### config.mk
export PLATFORM = sky130hd
export DESIGN_NAME = eth_rmii_rx_fcs
export DESIGN_NICKNAME = d
export VERILOG_FILES = /design/src/rtl/eth_pkg.sv /design/src/rtl/eth_crc32_dibit.sv /design/src/rtl/eth_rmii_rx_fcs.sv
export SDC_FILE = /design/constraint.sdc
export NUM_CORES = 1
export LEC_CHECK = 0
export ABC_AREA = 0
export CORE_UTILIZATION = 50
export DETAILED_ROUTE_END_ITERATION = 10
export DONT_BUFFER_PORTS = 1
export PLACE_DENSITY_LB_ADDON = 0.3
export SYNTH_ARGS = -nofsm -noshare
export SYNTH_HDL_FRONTEND = slang
export SYNTH_SLANG_ARGS = --single-unit
### constraint.sdc
create_clock -name clk50 -period 2.3 [get_ports clk50]
set_input_delay 0.115 -clock clk50 [delete_from_list [all_inputs] [get_ports clk50]]
set_output_delay 0.115 -clock clk50 [all_outputs]
set_load 0.05 [all_outputs]
### src/rtl/eth_pkg.sv
// Shared definitions for the RMII receive path.
// Holds the receive state encoding, the Ethernet CRC-32 constants, the
// preamble/SFD di-bit codes and the payload length helper.
package eth_pkg;

  typedef enum logic [3:0] {
    IDLE  = 4'd0,
    PRE1  = 4'd1,
    PRE2  = 4'd2,
    PRE3  = 4'd3,
    DAT0  = 4'd4,
    DAT1  = 4'd5,
    DAT2  = 4'd6,
    DAT3  = 4'd7,
    HOLD  = 4'd8,
    FLUSH = 4'd9,
    EOP   = 4'd10,
    DROP  = 4'd11,
    ERR0  = 4'd12,
    ERR1  = 4'd13
  } state_t;

  localparam logic [31:0] CRC32_POLY    = 32'hEDB88320;
  localparam logic [31:0] CRC32_INIT    = 32'hFFFFFFFF;
  localparam logic [31:0] CRC32_RESIDUE = 32'hDEBB20E3;

  // 0x55 preamble byte arrives as di-bit 01 four times; SFD 0xD5 ends with 11.
  localparam logic [1:0] DIBIT_PRE = 2'b01;
  localparam logic [1:0] DIBIT_SFD = 2'b11;

  // Payload length from the byte count (FCS included): max(cnt-4,0), saturated to 11 bits.
  function automatic logic [10:0] payload_len(input logic [11:0] cnt);
    logic [11:0] p;
    p = (cnt >= 12'd4) ? (cnt - 12'd4) : 12'd0;
    return (p > 12'd2047) ? 11'd2047 : p[10:0];
  endfunction

endpackage

### src/rtl/eth_crc32_dibit.sv
// Combinational CRC-32 (reflected, poly 0xEDB88320) advance by one RMII di-bit.
// Ports:
//   crc_i   [31:0] current CRC register
//   dibit_i [1:0]  di-bit, bit 0 is the earlier bit on the wire
//   crc_o   [31:0] CRC register after both bits
module eth_crc32_dibit
  import eth_pkg::*;
(
  input  logic [31:0] crc_i,
  input  logic [1:0]  dibit_i,
  output logic [31:0] crc_o
);

  function automatic logic [31:0] crc_bit(input logic [31:0] c, input logic b);
    return (c[0] ^ b) ? ((c >> 1) ^ CRC32_POLY) : (c >> 1);
  endfunction

  // Two serial bit steps, earlier bit first.
  always_comb begin
    crc_o = crc_bit(crc_bit(crc_i, dibit_i[0]), dibit_i[1]);
  end

endmodule

### src/rtl/eth_rmii_rx_fcs.sv
// RMII receive front end: preamble/SFD detection, byte assembly, FCS check,
// FCS removal, word packing and per-frame status.
// Ports:
//   clk50, rst_n         50 MHz RMII reference clock, async active-low reset
//   rx[1:0], crs_dv      RMII receive di-bit and carrier-sense/data-valid
//   data, keep, valid    payload word (lane 0 earliest), lane mask, strobe
//   sop, eop             frame start (SFD seen) / frame end strobes
//   fcs_ok, len_err,     status, meaningful while eop=1, held until next eop
//   align_err, length
module eth_rmii_rx_fcs
  import eth_pkg::*;
#(
  parameter int DATA_BYTES = 1,
  parameter int MIN_LEN    = 64,
  parameter int MAX_LEN    = 1518
)(
  input  logic                    clk50,
  input  logic                    rst_n,
  input  logic [1:0]              rx,
  input  logic                    crs_dv,
  output logic [8*DATA_BYTES-1:0] data,
  output logic [DATA_BYTES-1:0]   keep,
  output logic                    valid,
  output logic                    sop,
  output logic                    eop,
  output logic                    fcs_ok,
  output logic                    len_err,
  output logic                    align_err,
  output logic [10:0]             length
);

  localparam int DW = 8 * DATA_BYTES;

  state_t          state_q, state_d;
  logic [5:0]      sh_q, sh_d;            // last three di-bits of the byte in flight
  logic [31:0]     crc_q, crc_d;          // running CRC, per di-bit
  logic [31:0]     crc_byte_q, crc_byte_d; // CRC at the last complete byte
  logic [11:0]     cnt_q, cnt_d;          // completed bytes, FCS included
  logic [31:0]     hb_q, hb_d;            // holdback: [7:0] newest, [31:24] oldest
  logic            align_q, align_d;
  logic            drop_q, drop_d;
  logic [1:0]      ph_q, ph_d;            // di-bit phase while dropping
  logic [DW-1:0]   pk_data_q, pk_data_d;
  logic [2:0]      pk_cnt_q, pk_cnt_d;

  logic [DW-1:0]         data_q, data_d;
  logic [DATA_BYTES-1:0] keep_q, keep_d;
  logic                  valid_q, valid_d;
  logic                  sop_q, sop_d;
  logic                  eop_q, eop_d;
  logic                  fcs_ok_q, fcs_ok_d;
  logic                  len_err_q, len_err_d;
  logic                  align_err_q, align_err_d;
  logic [10:0]           length_q, length_d;

  logic [31:0]           crc_nx_s;
  logic [7:0]            byte_s;
  logic                  rel_s;
  logic                  flush_s;
  logic                  pk_clr_s;
  logic                  full_s;
  logic [DW-1:0]         rel_word_s;
  logic [DW-1:0]         pk_data_s;
  logic [2:0]            pk_cnt_s;
  logic [DATA_BYTES-1:0] keep_part_s;

  eth_crc32_dibit u_crc (
    .crc_i   (crc_q),
    .dibit_i (rx),
    .crc_o   (crc_nx_s)
  );

  // Receive FSM: next state, byte assembly, CRC, counters and status.
  always_comb begin
    state_d     = state_q;
    sh_d        = sh_q;
    crc_d       = crc_q;
    crc_byte_d  = crc_byte_q;
    cnt_d       = cnt_q;
    hb_d        = hb_q;
    align_d     = align_q;
    drop_d      = drop_q;
    ph_d        = ph_q;
    sop_d       = 1'b0;
    eop_d       = 1'b0;
    fcs_ok_d    = fcs_ok_q;
    len_err_d   = len_err_q;
    align_err_d = align_err_q;
    length_d    = length_q;
    rel_s       = 1'b0;
    flush_s     = 1'b0;
    pk_clr_s    = 1'b0;
    byte_s      = {rx, sh_q};

    case (state_q)
      IDLE: begin
        if (crs_dv && (rx == DIBIT_PRE)) begin
          state_d = PRE1;
        end else begin
          state_d = IDLE;
        end
      end
      PRE1: begin
        state_d = (rx == DIBIT_PRE) ? PRE2 : ERR0;
      end
      PRE2: begin
        state_d = (rx == DIBIT_PRE) ? PRE3 : ERR0;
      end
      PRE3: begin
        if (rx == DIBIT_SFD) begin
          state_d    = DAT0;
          sop_d      = 1'b1;
          crc_d      = CRC32_INIT;
          crc_byte_d = CRC32_INIT;
          cnt_d      = 12'd0;
          hb_d       = 32'd0;
          align_d    = 1'b0;
          drop_d     = 1'b0;
          pk_clr_s   = 1'b1;
        end else if (rx == DIBIT_PRE) begin
          state_d = PRE3;
        end else begin
          state_d = ERR0;
        end
      end
      DAT0, DAT2: begin
        sh_d    = byte_s[7:2];
        crc_d   = crc_nx_s;
        state_d = (state_q == DAT0) ? DAT1 : DAT3;
      end
      DAT1: begin
        sh_d  = byte_s[7:2];
        crc_d = crc_nx_s;
        if (!crs_dv) begin
          // Carrier lost mid-byte: the half byte is dropped.
          align_d = 1'b1;
          flush_s = 1'b1;
          state_d = FLUSH;
        end else begin
          state_d = DAT2;
        end
      end
      DAT3: begin
        sh_d       = byte_s[7:2];
        crc_d      = crc_nx_s;
        crc_byte_d = crc_nx_s;
        cnt_d      = cnt_q + 12'd1;
        if (cnt_d == 12'(MAX_LEN + 1)) begin
          // Oversize: nothing more is released; ride out the carrier.
          drop_d  = 1'b1;
          ph_d    = 2'd0;
          flush_s = !crs_dv;
          state_d = crs_dv ? DROP : FLUSH;
        end else begin
          hb_d    = {hb_q[23:0], byte_s};
          rel_s   = (cnt_q >= 12'd4);
          flush_s = !crs_dv;
          state_d = crs_dv ? DAT0 : FLUSH;
        end
      end
      DROP: begin
        ph_d = ph_q + 2'd1;
        if (ph_q[0] && !crs_dv) begin
          // Deliver whatever the packer still holds before reporting.
          flush_s = 1'b1;
          state_d = FLUSH;
        end else begin
          state_d = DROP;
        end
      end
      FLUSH: begin
        eop_d       = 1'b1;
        fcs_ok_d    = !drop_q && (crc_byte_q == CRC32_RESIDUE);
        len_err_d   = drop_q || (cnt_q < 12'(MIN_LEN)) || (cnt_q > 12'(MAX_LEN));
        align_err_d = align_q;
        length_d    = drop_q ? 11'(MAX_LEN - 4) : payload_len(cnt_q);
        state_d     = EOP;
      end
      EOP: begin
        state_d = IDLE;
      end
      ERR0: begin
        state_d = crs_dv ? ERR0 : ERR1;
      end
      ERR1: begin
        state_d = crs_dv ? ERR0 : IDLE;
      end
      default: begin
        // HOLD and unused encodings are never entered; recover to IDLE.
        state_d = IDLE;
      end
    endcase
  end

  // Word packer: place a released byte, emit full words and the final partial word.
  always_comb begin
    rel_word_s      = '0;
    rel_word_s[7:0] = hb_q[31:24];

    if (pk_clr_s) begin
      pk_data_s = '0;
      pk_cnt_s  = 3'd0;
    end else if (rel_s) begin
      // Lanes above pk_cnt_q are always zero, so OR-in is a lane write.
      pk_data_s = pk_data_q | (rel_word_s << {pk_cnt_q, 3'b000});
      pk_cnt_s  = pk_cnt_q + 3'd1;
    end else begin
      pk_data_s = pk_data_q;
      pk_cnt_s  = pk_cnt_q;
    end

    full_s = rel_s && (pk_cnt_q == 3'(DATA_BYTES - 1));

    for (int l = 0; l < DATA_BYTES; l++) begin
      keep_part_s[l] = (3'(l) < pk_cnt_s);
    end

    if (full_s) begin
      data_d    = pk_data_s;
      keep_d    = '1;
      valid_d   = 1'b1;
      pk_data_d = '0;
      pk_cnt_d  = 3'd0;
    end else if (flush_s && (pk_cnt_s != 3'd0)) begin
      data_d    = pk_data_s;
      keep_d    = keep_part_s;
      valid_d   = 1'b1;
      pk_data_d = '0;
      pk_cnt_d  = 3'd0;
    end else begin
      data_d    = data_q;
      keep_d    = keep_q;
      valid_d   = 1'b0;
      pk_data_d = pk_data_s;
      pk_cnt_d  = pk_cnt_s;
    end
  end

  // State, datapath and output registers.
  always_ff @(posedge clk50 or negedge rst_n) begin
    if (!rst_n) begin
      state_q     <= IDLE;
      sh_q        <= 6'd0;
      crc_q       <= CRC32_INIT;
      crc_byte_q  <= CRC32_INIT;
      cnt_q       <= 12'd0;
      hb_q        <= 32'd0;
      align_q     <= 1'b0;
      drop_q      <= 1'b0;
      ph_q        <= 2'd0;
      pk_data_q   <= '0;
      pk_cnt_q    <= 3'd0;
      data_q      <= '0;
      keep_q      <= '0;
      valid_q     <= 1'b0;
      sop_q       <= 1'b0;
      eop_q       <= 1'b0;
      fcs_ok_q    <= 1'b0;
      len_err_q   <= 1'b0;
      align_err_q <= 1'b0;
      length_q    <= 11'd0;
    end else begin
      state_q     <= state_d;
      sh_q        <= sh_d;
      crc_q       <= crc_d;
      crc_byte_q  <= crc_byte_d;
      cnt_q       <= cnt_d;
      hb_q        <= hb_d;
      align_q     <= align_d;
      drop_q      <= drop_d;
      ph_q        <= ph_d;
      pk_data_q   <= pk_data_d;
      pk_cnt_q    <= pk_cnt_d;
      data_q      <= data_d;
      keep_q      <= keep_d;
      valid_q     <= valid_d;
      sop_q       <= sop_d;
      eop_q       <= eop_d;
      fcs_ok_q    <= fcs_ok_d;
      len_err_q   <= len_err_d;
      align_err_q <= align_err_d;
      length_q    <= length_d;
    end
  end

  assign data      = data_q;
  assign keep      = keep_q;
  assign valid     = valid_q;
  assign sop       = sop_q;
  assign eop       = eop_q;
  assign fcs_ok    = fcs_ok_q;
  assign len_err   = len_err_q;
  assign align_err = align_err_q;
  assign length    = length_q;

endmodule

# Word-level counts from Yosys, hierarchy flattened
# Cells that the tools add are included.
[word_totals]
register_bits = 159
latch_bits = 0
mem_bits_rw = 0
mem_bits_ro = 0
in_bits = 5
out_inout_bits = 26
elab_cells = 134
n_memories = 0
[op_classes]
add_sub_neg = 4
mul = 0
n_div = 0
order_cmp = 5
n_eq_ne = 19
n_shift = 1
mux = 55
bitwise = 5
n_reduce_logical = 25
[ops]
columns = ["operator", "n"]
rows = [
  ["case mux 32 bit (2 select lines)", 3],
  ["2-to-1 mux 32 bit", 5],
  ["2-to-1 mux 8 bit", 6],
  ["case mux 4 bit (11 select lines)", 1],
  ["equality test 32 bit (second input constant)", 1],
  ["2-to-1 mux 4 bit", 7],
  ["inverter 13 -> 14 bit", 2],
  ["greater-than comparator 12 x 11 -> 1 bit (second input constant)", 2],
  ["2-to-1 mux 12 bit", 2],
  ["case mux 12 bit (2 select lines)", 1],
  ["2-to-1 mux 11 bit", 2],
  ["equality test 4 x 3 -> 1 bit (second input constant)", 4],
  ["equality test 4 bit (second input constant)", 4],
  ["2-to-1 mux 1 bit", 16],
  ["adder 12 x 1 -> 12 bit (second input constant)", 1],
  ["equality test 12 x 11 -> 1 bit (second input constant)", 1],
  [">= comparator 12 x 3 -> 1 bit (second input constant)", 1],
  ["< comparator 12 x 7 -> 1 bit (second input constant)", 1],
  ["2-to-1 mux 3 bit", 4],
  ["subtractor 12 x 3 -> 12 bit (second input constant)", 1],
  ["nonzero test 2 bit", 5],
  ["AND reduction 3 bit", 3],
  ["equality test 4 x 2 -> 1 bit (second input constant)", 2],
  ["2-to-1 mux 2 bit", 4],
  ["other kinds (22)", 35],
]

# Longest topological paths before layout
# Gate-level depths: netlist of run 1.
[depth]
depth_word = 10
ltp_mapped = 12
mapped_depth_nobuf = 9

# By module
# Synthesis of run 1 repeated with hierarchy kept, for this count alone.
[unflattened]
hier_cells = 649
hier_area_um2 = 7260.7
[modules_own_cells]
columns = ["mod", "n_inst", "cells_each", "area_each_um2", "seq_area_each_um2"]
rows = [
  ["eth_rmii_rx_fcs", 1, 613, 6846.6, 4033.9],
  ["eth_crc32_dibit", 1, 36, 414.1, 0.0],
]

# Worst setup path after synthesis of run 1
# No wires, ideal clock.
[synth_path]
path_type = "reg-to-reg"
start = "register cnt_q[2]"
end = "register pk_data_q[0]"
setup_ns = 0.124
t_arrival_ns = 2.276
t_required_ns = 2.176
slack_ns = -0.100
stages_incl_launch_ff = 13
n_path_buf = 3
synth_period_minus_slack_ns = 2.400
path_cell_list = "dfrtp_1 -> buf_2 -> inv_1 -> ha_1 -> nor3b_2 -> nand2_1 -> nor3_2 -> nand2b_1 -> nor3_1 -> nor3_1 -> buf_6 -> buf_6 -> nor2_1"
[synth_between]
elab_chain_cells = 10
word_cells_on_any_way = 14
cone_classes = "1 x add/sub; 1 x order compare; 1 x eq/ne; 8 x mux; 3 x reduce/logical"
[synth_lines]
columns = ["item", "line", "rtl"]
rows = [
  ["start, declared", "eth_rmii_rx_fcs.sv:38", "logic [11:0] cnt_q, cnt_d;"],
  ["start signal, assigned", "eth_rmii_rx_fcs.sv:267", "cnt_q <= cnt_d;"],
  ["adder 12 x 1 -> 12 bit", "eth_rmii_rx_fcs.sv:147", "cnt_d = cnt_q + 12'd1;"],
  ["equality test 12 x 11 -> 1 bit", "eth_rmii_rx_fcs.sv:148", "if (cnt_d == 12'(MAX_LEN + 1)) begin"],
  ["2-to-1 mux 1 bit *", "eth_rmii_rx_fcs.sv:148", ""],
  ["2-to-1 mux 1 bit *", "eth_rmii_rx_fcs.sv:95", "case (state_q)"],
  ["2-to-1 mux 3 bit", "eth_rmii_rx_fcs.sv:203", "end else if (rel_s) begin"],
  ["2-to-1 mux 3 bit", "eth_rmii_rx_fcs.sv:200", "if (pk_clr_s) begin"],
  ["nonzero test 3 bit", "eth_rmii_rx_fcs.sv:224", "end else if (flush_s && (pk_cnt_s != 3'd0)) begin"],
  ["logical AND 1 bit", "eth_rmii_rx_fcs.sv:224", ""],
  ["2-to-1 mux 8 bit", "eth_rmii_rx_fcs.sv:224", ""],
  ["2-to-1 mux 8 bit *", "eth_rmii_rx_fcs.sv:218", "if (full_s) begin"],
  ["via pk_data_d[0]", "eth_rmii_rx_fcs.sv:43", "logic [DW-1:0] pk_data_q, pk_data_d;"],
  ["end signal, assigned", "eth_rmii_rx_fcs.sv:272", "pk_data_q <= pk_data_d;"],
  ["end, declared", "eth_rmii_rx_fcs.sv:43", ""],
]
# Mark *: on every way through the listed nets, which the timed path passes. The rest lies on a longest branch.
# A chain may end at the register's enable or synchronous reset.

# Worst setup path after layout of run 1
[layout_path]
start = "register cnt_q[2]"
end = "register data_q[6], in the netlist data[6]"
[layout_between]
elab_chain_cells = 9
word_cells_on_any_way = 15
cone_classes = "1 x add/sub; 1 x order compare; 1 x eq/ne; 8 x mux; 4 x reduce/logical"
[layout_lines]
columns = ["item", "line", "rtl"]
rows = [
  ["adder 12 x 1 -> 12 bit", "eth_rmii_rx_fcs.sv:147", ""],
  ["equality test 12 x 11 -> 1 bit", "eth_rmii_rx_fcs.sv:148", ""],
  ["2-to-1 mux 1 bit *", "eth_rmii_rx_fcs.sv:148", ""],
  ["2-to-1 mux 1 bit *", "eth_rmii_rx_fcs.sv:95", ""],
  ["2-to-1 mux 3 bit", "eth_rmii_rx_fcs.sv:203", ""],
  ["2-to-1 mux 3 bit", "eth_rmii_rx_fcs.sv:200", ""],
  ["nonzero test 3 bit", "eth_rmii_rx_fcs.sv:224", ""],
  ["logical AND 1 bit", "eth_rmii_rx_fcs.sv:224", ""],
  ["nonzero test 2 bit (no line)", "--", ""],
  ["end signal, assigned", "eth_rmii_rx_fcs.sv:274", "data_q <= data_d;"],
  ["end, declared", "eth_rmii_rx_fcs.sv:46", "logic [DW-1:0] data_q, data_d;"],
]
# Mark *: on every way between the ends. The rest lies on a longest branch, timed or not. The select of a mux whose other input is x is not followed.

==> results of run 1 <==
## layout by cell type, fill, tap and decap left out, drive strengths merged, types with 8 or more instances in the layout
cell type,n
o22a,26
a22oi,9
nand3,9
buf,61
xnor2,24
nand4,10
a21oi,62
nand2,114
nor2,78
o21ai,61
clkbuf,23
dfstp,64
a31oi,9
mux2i,11
ha,8
nor3,13
dfrtp,94
inv,29
## critical path, stage by stage (launching register included)
cell,delay [ns]
dfrtp_1,0.40
ha_4,0.18
nor4bb_4,0.32
a31oi_2,0.08
o32ai_2,0.14
and4_4,0.29
nor3_2,0.06
nor3_4,0.33
buf_6,0.20
mux2i_1,0.23
## cell usage after synthesis (4+ instances only)
cell / n / area share, %
nor3_1: 11 / 0.76
inv_1: 20 / 1.0
nand2_1: 114 / 5.9
nand4_1: 9 / 0.78
o31ai_1: 7 / 0.73
o21ai_0: 51 / 3.5
buf_1: 4 / 0.21
nand3_1: 9 / 0.63
buf_2: 10 / 0.70
o22a_1: 26 / 3.2
a22oi_1: 9 / 0.94
ha_1: 8 / 1.4
clkbuf_1: 28 / 1.5
nand4b_1: 4 / 0.49
nand2b_1: 4 / 0.35
and2_1: 4 / 0.35
o21ai_1: 9 / 0.63
a31oi_1: 9 / 0.78
dfstp_2: 64 / 23
xnor2_1: 24 / 2.9
nor2_1: 76 / 4.0
nand3b_1: 5 / 0.52
dfrtp_1: 94 / 33
mux2i_1: 11 / 1.5
a21oi_1: 62 / 4.3
## flip-flops by register name, summed over array words and instances (netlist names)
name        flops
length         11
hb_q           32
eop             1
drop_q          1
align_q         1
valid           1
crc_byte_q     32
pk_data_q       8
len_err         1
pk_cnt_q        3
cnt_q          12
crc_q          32
sh_q            6
state_q         4
align_err       1
sop             1
keep            1
data            8
ph_q            1
fcs_ok          1
## final timing paths
path	to	slack, ns	cells after the start	startpoint
min in group clk50	state_q[1]	0.06	3	crs_dv
max	data[6]	-0.03	9	cnt_q[2]
min	length[4]	-0.62	0	rst_n
max reg2reg	data[6]	-0.03	9	cnt_q[2]
max in group asynchronous	crc_q[4]	2.60	0	rst_n
min reg2reg	sh_q[1]	0.47	2	sh_q[1]
## stage by stage
step                hold WS, ns  setup WS (ns)
global route            -0.6351        -0.1141
finish                  -0.6182       -0.02936
global placement        -0.1776       -0.02607
floorplan               -0.1806       0.009049
detailed placement      -0.1776        -0.1024
CTS                     -0.6302        0.02780
## kinds of logic (layout without fill, tap and decap cells)
group	after synthesis	in the layout	share of synthesized area, %
multiplexers	11	11	1.530
XOR/XNOR	29	29	3.998
AND/OR/NAND/NOR	261	261	16.95
flip-flops	158	158	56.04
AO/OA/AOI/OAI	189	189	15.92
adder cells (fa/ha/maj)	8	8	1.391
buffers and inverters	69	121	4.172
## where the power goes
group	switching (mW)	internal, mW
registers	1.36	4.13
clock network	1.17	1.60
logic	2.29	1.84
## per-layer routing
metal	vias to the layer above	routed length [um]	track usage, %
met5	-	0	0
met4	0	279	7.870
met3	31	791	5.056
met2	174	8463	35.84
met1	2805	7621	30.77
li1	2590	-	-
## cell type report
type | instances | area, um2
Multi-Input combinational cell | 498 | 3329
Inverter | 21 | 81.33
Sequential cell | 158 | 4036
Timing Repair Buffer | 68 | 683.2
Clock buffer | 19 | 464.2
Clock inverter | 13 | 122.6
Tap cell | 180 | 225.2
Fill cell | 1050 | 5046
## what timing repair did
action | in CTS | in global routing
gates cloned | 1 | 7
resized for setup | 21 | 126
pin swaps | 13 | 48
setup buffers | 9 | 2
endpoints found under the setup margin | 16 | 55
hold endpoints to repair | 167 | 158
==> impl_metrics.py, run 1 <==
metrics = {
    "run_status": {
        "outcome": "finished with violations",
        "violations": "negative hold slack, negative setup slack",
    },
    "sta": {
        "worst_slew_pin_slew_ns": 0.6546,
        "relSlewSlack_pct": 56.36,
        "fin_hold_ws_ns": -0.6182,
        "period_minus_slack_ns": 2.329,
        "fmax_mhz": 429.3,
        "worst_slack_ns": -0.02936,
        "finalMaxSlewViolations": 0,
        "hold_viol_final": 158,
        "rsz0062_at_grt": "true",
        "setup_viol": 5,
        "finClkSkew_ns": 0.006007,
        "finalCritPeriodShare_pct": 101.3,
        "tns_ns": -0.05919,
    },
    "yosys": {
        "syn_inst": 725,
        "netlist-cell-type-count": 58,
        "yosysSeqAreaShare_pct": 56.04,
        "ys_ff_latch": 158,
        "synthFlopType": "dfrtp_1",
        "synth_area_um2": 7198,
        "syn_nets": 738,
        "async_flop_share_pct": 100.0,
        "synth_edf_count": 0,
        "synth.avg_cell_area_um2": 9.928,
        "ys_warn_count": 0,
    },
    "die": {
        "num_rows": 43,
        "die_area_um2": 14880,
        "core_um2": 13990,
        "ioPinCount": 31,
        "start_util_pct": 51.46,
        "die_x_um": 122.0,
        "die_h_um": 122.0,
    },
    "clock_tree": {
        "tritoncts": "done",
        "clk_latency_ns": 0.42,
        "clk_pin_slew_ns": 0.06,
        "clock_path_buffers": 2,
        "clockRootBuffer": "clkbuf_16",
        "cts_hold_buf": 3,
        "cts.sinks": 158,
        "cts_buffers": 17,
        "htreeDepth": 4,
    },
    "power_and_ir_drop": {
        "total_power_mw": 12.39,
        "p_leak_nw": 3.605,
        "powerDensity_nw_per_um2": 1386,
        "vdd_drop_max_mv": 0.7047,
    },
    "routing": {
        "viasPerCell": 5.852,
        "drt-initial-drc-count": 457,
        "vias": 5600,
        "wl_mm": 17.16,
        "dr.pass1.iters": 5,
        "wl_per_cell_um": 17.93,
        "ant_nets": 0,
        "drcViolationCount": 0,
    },
    "layout": {
        "nets": 777,
        "fin_util_pct": 63.93,
        "drive_above_1_share_pct": 34.23,
        "syn_to_final_growth_pct": 24.23,
        "diodes": 0,
        "fin_area_um2": 8942,
        "fin_cells": 957,
    },
    "critical_path": {
        "arrival_ns": 2.66,
        "crit_path_end_kind": "register",
        "worstSetupStartpointType": "register",
        "crit_required_ns": 2.63,
        "setup.worst_path.class": "reg2reg",
        "path_max_fanout": 6,
    },
    "placed_design": {
        "place_area_um2": 7615,
        "io_buffer_count": 0,
        "place_inst": 903,
        "gp_congestion": 0.8825,
        "hpwlAfterDp_mm": 9.673,
    },
    "hold_path": {
        "hold_class": "in2async",
    },
    "global_routing": {
        "antenna_found_initial": 0,
        "grt_pass1_vias": 5299,
        "grt_max_degree": 159,
        "grt_usage_pct": 22.72,
        "gr-total-overflow": 0,
        "grt_pass1_wl_mm": 26.24,
    },
    "job": {
        "drv_cap": 0,
    },
}
No activity file was read; power rests on OpenSTA's default activity.
==> run 2: changes to the inputs <==
--- a/config.mk
+++ b/config.mk
@@ -6,6 +6,7 @@
 export NUM_CORES = 1
 export LEC_CHECK = 0
 export ABC_AREA = 0
+export CORE_ASPECT_RATIO = 0.6
 export CORE_UTILIZATION = 50
 export DETAILED_ROUTE_END_ITERATION = 10
 export DONT_BUFFER_PORTS = 1
==> impl_metrics.py, run 2 (same netlist as run 1, synthesis figures left out) <==
metrics = {
    "clock_tree": {
        "htreeDepth": 4,
        "clk_latency_ns": 0.45,
        "cts_buffers": 17,
        "cts.sinks": 158,
        "tritoncts": "done",
        "clock_path_buffers": 2,
        "cts_hold_buf": 5,
        "clk_pin_slew_ns": 0.08,
        "clockRootBuffer": "clkbuf_16",
    },
    "die": {
        "num_rows": 33,
        "ioPinCount": 31,
        "die_x_um": 156.9,
        "start_util_pct": 52.04,
        "die_area_um2": 14900,
        "die_h_um": 94.94,
        "core_um2": 13830,
    },
    "global_routing": {
        "grt_pass1_vias": 5419,
        "grt_usage_pct": 25.11,
        "antenna_found_initial": 0,
        "grt_pass1_wl_mm": 28.35,
        "gr-total-overflow": 0,
        "grt_max_degree": 159,
    },
    "sta": {
        "hold_viol_final": 158,
        "tns_ns": -0.06392,
        "relSlewSlack_pct": 65.14,
        "fmax_mhz": 425.6,
        "fin_hold_ws_ns": -0.6241,
        "setup_viol": 4,
        "period_minus_slack_ns": 2.350,
        "finClkSkew_ns": 0.02031,
        "rsz0062_at_grt": "true",
        "worst_slew_pin_slew_ns": 0.5229,
        "finalCritPeriodShare_pct": 102.2,
        "worst_slack_ns": -0.04989,
        "finalMaxSlewViolations": 0,
    },
    "placed_design": {
        "io_buffer_count": 0,
        "gp_congestion": 0.8969,
        "place_inst": 911,
        "place_area_um2": 7612,
        "hpwlAfterDp_mm": 10.79,
        "place_ws_ns": -0.1089,
    },
    "critical_path": {
        "crit_required_ns": 2.67,
        "arrival_ns": 2.72,
        "r2r-end": "data[5]",
        "setup.worst_path.class": "reg2reg",
        "path_max_fanout": 10,
        "regToRegStartpoint": "cnt_q[2]",
        "slowest_delay_ns": 0.36,
        "reg2reg_slack_ns": -0.05,
        "crit_buf_inv": 4,
        "crit_chain": "buf_6 -> clkbuf_2 -> nand4_1 -> a21oi_2 -> o32ai_2 -> nand4_2 -> buf_6 -> a31oi_4 -> nor3_4 -> buf_12 -> mux2i_2",
        "cpMostUsedCell": "buf_6",
        "crit_path_end_kind": "register",
        "worstSetupStartpointType": "register",
        "cpMaxStageDelayCell": "dfrtp_1",
        "rr_worst_depth": 11,
        "crit_family": "buffers and inverters",
    },
    "layout": {
        "syn_to_final_growth_pct": 22.70,
        "fill_cells": 1048,
        "fin_util_pct": 63.85,
        "fin_area_um2": 8832,
        "drive_above_1_share_pct": 27.91,
        "final_common_cell": "nand2_1",
        "top_regs": "crc_byte_q x32, crc_q x32, hb_q x32",
        "nets": 781,
        "diodes": 0,
        "layout_common_cells": "112 x nand2_1, 92 x dfrtp_1, 74 x nor2_1, 64 x dfstp_2, 60 x a21oi_1",
        "fin_cells": 973,
    },
    "hold_path": {
        "hold_class": "in2async",
    },
    "power_and_ir_drop": {
        "total_power_mw": 12.70,
        "p_leak_nw": 3.577,
        "powerDensity_nw_per_um2": 1438,
        "vdd_drop_max_mv": 0.7142,
    },
    "routing": {
        "wl_per_cell_um": 18.96,
        "dr.pass1.iters": 5,
        "vias": 5623,
        "wl_mm": 18.45,
        "drt-initial-drc-count": 519,
        "drcViolationCount": 0,
        "viasPerCell": 5.779,
        "ant_nets": 0,
    },
    "run_status": {
        "violations": "negative hold slack, negative setup slack",
        "outcome": "finished with violations",
    },
    "job": {
        "drv_cap": 0,
    },
}
## run 2: routing by layer
| layer | wire, um | GRT usage, % | share of wire [%] |
|---|---|---|---|
| met5 | 0 | 0 | 0 |
| met4 | 207 | 9.150 | 1.1 |
| met3 | 952 | 5.874 | 5.2 |
| met2 | 8389 | 38.00 | 45 |
| met1 | 8897 | 35.29 | 48 |
## run 2: timing repair
action	in CTS	in global routing
hold endpoints to repair	167	158
setup buffers	3	17
resized for setup	16	43
pin swaps	4	12
setup endpoints to repair	18	62
gates cloned	0	6
## run 2: cell type report
cell class              count  area, um2  share of cell area (%)
flip-flops and latches    158       4036                   45.70
multi-input cells         498       3139                   35.54
repair buffers             72      720.7                   8.160
clock buffers              17      425.4                   4.817
well taps                 192      240.2                   2.720
clock inverters            15      188.9                   2.139
inverters                  21      81.33                  0.9208
## run 2: how the worst max path moves through the flow
stage	startpoint	end	slack (ns)	depth (start not counted)
4_1_cts	cnt_q[2]	data[5]	-0.03	12
2_1_floorplan	cnt_q[2]	pk_cnt_q[1]	0.009	12
6_report	cnt_q[2]	data[5]	-0.05	11
5_1_grt	cnt_q[2]	data[5]	-0.14	11
3_3_place_gp	cnt_q[3]	data[3]	0.03	8
3_5_place_dp	cnt_q[0]	data[3]	-0.11	12
## run 2: worst reg2reg max path, cell delays in order, from the launching register on
cell	delay, ns
dfrtp_1	0.36
buf_6	0.14
clkbuf_2	0.16
nand4_1	0.21
a21oi_2	0.24
o32ai_2	0.11
nand4_2	0.11
buf_6	0.16
a31oi_4	0.11
nor3_4	0.26
buf_12	0.18
mux2i_2	0.24
## run 2: report_power, final
| group | switching (mW) | internal, mW | leakage (nW) |
|---|---|---|---|
| clock | 1.41 | 1.49 | 0.299 |
| sequential | 1.41 | 4.13 | 1.88 |
| combinational | 2.38 | 1.89 | 1.40 |
| total | 5.19 | 7.51 | 3.58 |
==> run 3: changes to the inputs <==
--- a/config.mk
+++ b/config.mk
@@ -7,6 +7,7 @@
 export LEC_CHECK = 0
 export ABC_AREA = 0
 export CORE_ASPECT_RATIO = 0.6
+export CORE_MARGIN = 2
 export CORE_UTILIZATION = 50
 export DETAILED_ROUTE_END_ITERATION = 10
 export DONT_BUFFER_PORTS = 1
==> impl_metrics.py, run 3 (same netlist as run 1, synthesis figures left out) <==
metrics = {
    "critical_path": {
        "crit_path_end_kind": "register",
        "arrival_ns": 2.71,
        "crit_required_ns": 2.60,
        "worstSetupStartpointType": "register",
        "rr_worst_depth": 11,
        "setup.worst_path.class": "reg2reg",
        "r2r-end": "keep",
        "regToRegStartpoint": "cnt_q[7]",
        "path_max_fanout": 9,
        "reg2reg_slack_ns": -0.11,
    },
    "run_status": {
        "violations": "negative hold slack, negative setup slack",
        "outcome": "finished with violations",
    },
    "power_and_ir_drop": {
        "vdd_drop_max_mv": 0.6162,
        "p_leak_nw": 3.503,
        "powerDensity_nw_per_um2": 1426,
        "total_power_mw": 12.37,
    },
    "clock_tree": {
        "clk_pin_slew_ns": 0.08,
        "htreeDepth": 4,
        "clock_path_buffers": 2,
        "cts_hold_buf": 3,
        "cts_buffers": 17,
        "clockRootBuffer": "clkbuf_16",
        "cts.sinks": 158,
        "clk_latency_ns": 0.42,
        "tritoncts": "done",
    },
    "layout": {
        "nets": 776,
        "multi_input_area_um2": 3084,
        "syn_to_final_growth_pct": 20.48,
        "diodes": 0,
        "layout_common_cells": "113 x nand2_1, 89 x dfrtp_1, 74 x nor2_1, 64 x dfstp_2, 60 x a21oi_1",
        "seqCellArea_um2": 4040,
        "top_regs": "crc_byte_q x32, crc_q x32, hb_q x32",
        "fill_cells": 1097,
        "final_common_cell": "nand2_1",
        "fin_util_pct": 62.51,
        "fin_area_um2": 8672,
        "drive_above_1_share_pct": 27.45,
    },
    "die": {
        "start_util_pct": 51.88,
        "core_um2": 13870,
        "ioPinCount": 31,
        "die_area_um2": 15400,
        "die_x_um": 158.9,
        "num_rows": 33,
        "die_h_um": 96.94,
    },
    "sta": {
        "hold_viol_final": 158,
        "worst_slack_ns": -0.1110,
        "period_minus_slack_ns": 2.411,
        "worst_slew_pin_slew_ns": 0.5480,
        "finClkSkew_ns": 0.01583,
        "rsz0062_at_grt": "true",
        "setup_viol": 13,
        "relSlewSlack_pct": 63.13,
        "fin_hold_ws_ns": -0.5930,
        "finalMaxSlewViolations": 0,
        "finalCritPeriodShare_pct": 104.8,
        "tns_ns": -0.6960,
        "fmax_mhz": 414.8,
    },
    "placed_design": {
        "gp_congestion": 0.8811,
        "hpwlAfterDp_mm": 10.78,
        "io_buffer_count": 0,
        "place_ws_ns": -0.1140,
        "place_area_um2": 7672,
    },
    "routing": {
        "drcViolationCount": 0,
        "wl_mm": 17.38,
        "dr.pass1.iters": 4,
        "drt-initial-drc-count": 470,
        "viasPerCell": 5.683,
        "vias": 5501,
        "wl_per_cell_um": 17.96,
        "ant_nets": 0,
    },
    "job": {
        "drv_cap": 0,
    },
    "global_routing": {
        "antenna_found_initial": 0,
        "grt_pass1_wl_mm": 28.27,
        "grt_usage_pct": 22.88,
        "grt_pass1_vias": 5482,
        "gr-total-overflow": 0,
        "grt_max_degree": 159,
    },
    "hold_path": {
        "hold_class": "in2async",
    },
}
## run 3: final cells by class
cell class              instances  area share, %
inverters                      21         0.9090
multi-input cells             498          35.56
flip-flops and latches        158          46.59
clock buffers                  17          4.905
well taps                     192          2.770
clock inverters                15          1.933
repair buffers                 67          7.329
## run 3: critical path, stage by stage, from the launching register on
cell	delay, ns
dfrtp_2	0.47
buf_6	0.15
nor4_4	0.33
nand2b_2	0.11
buf_6	0.13
nor3_4	0.25
nor4b_2	0.09
a21oi_2	0.20
nor3_4	0.07
buf_12	0.14
clkbuf_16	0.15
or2_1	0.20
## run 3: what timing repair did
action,in CTS,in global routing
buffers inserted,3,11
pin swaps,2,14
endpoints found under the hold margin,167,158
endpoints found under the setup margin,30,63
gates cloned,0,3
gates resized for setup,6,42
## run 3: per-stage QoR
stage | std cells | hold slack (ns)
2_1_floorplan | 725 | -0.1806
3_3_place_gp | 919 | -0.1701
3_5_place_dp | 919 | -0.1724
4_1_cts | 957 | -0.6246
5_1_grt | 968 | -0.6315
6_report | 968 | -0.5930
## run 3: worst max path at each step
stage                             end  slack [ns]  startpoint  cells after the start
final                            keep       -0.11    cnt_q[7]                     11
after floorplan           pk_cnt_q[1]       0.009    cnt_q[2]                     12
after global placement        data[5]       0.004    cnt_q[3]                      8
after CTS                     data[5]       0.005    cnt_q[2]                     12
after global routing             keep       -0.19    cnt_q[7]                     11
after detailed placement      data[5]       -0.11    cnt_q[3]                      9
## run 3: report_power, final
group	switching, mW	leakage [nW]	internal [mW]
registers	1.41	1.88	4.13
clock network	1.33	0.288	1.47
logic	2.22	1.34	1.81
## run 3: metal layers
metal | routed length [um] | track usage, % | part of all wire [%]
met5 | 0 | 0 | 0
met4 | 195 | 6.783 | 1.1
met3 | 715 | 4.846 | 4.1
met2 | 7716 | 34.13 | 44
met1 | 8756 | 33.80 | 50
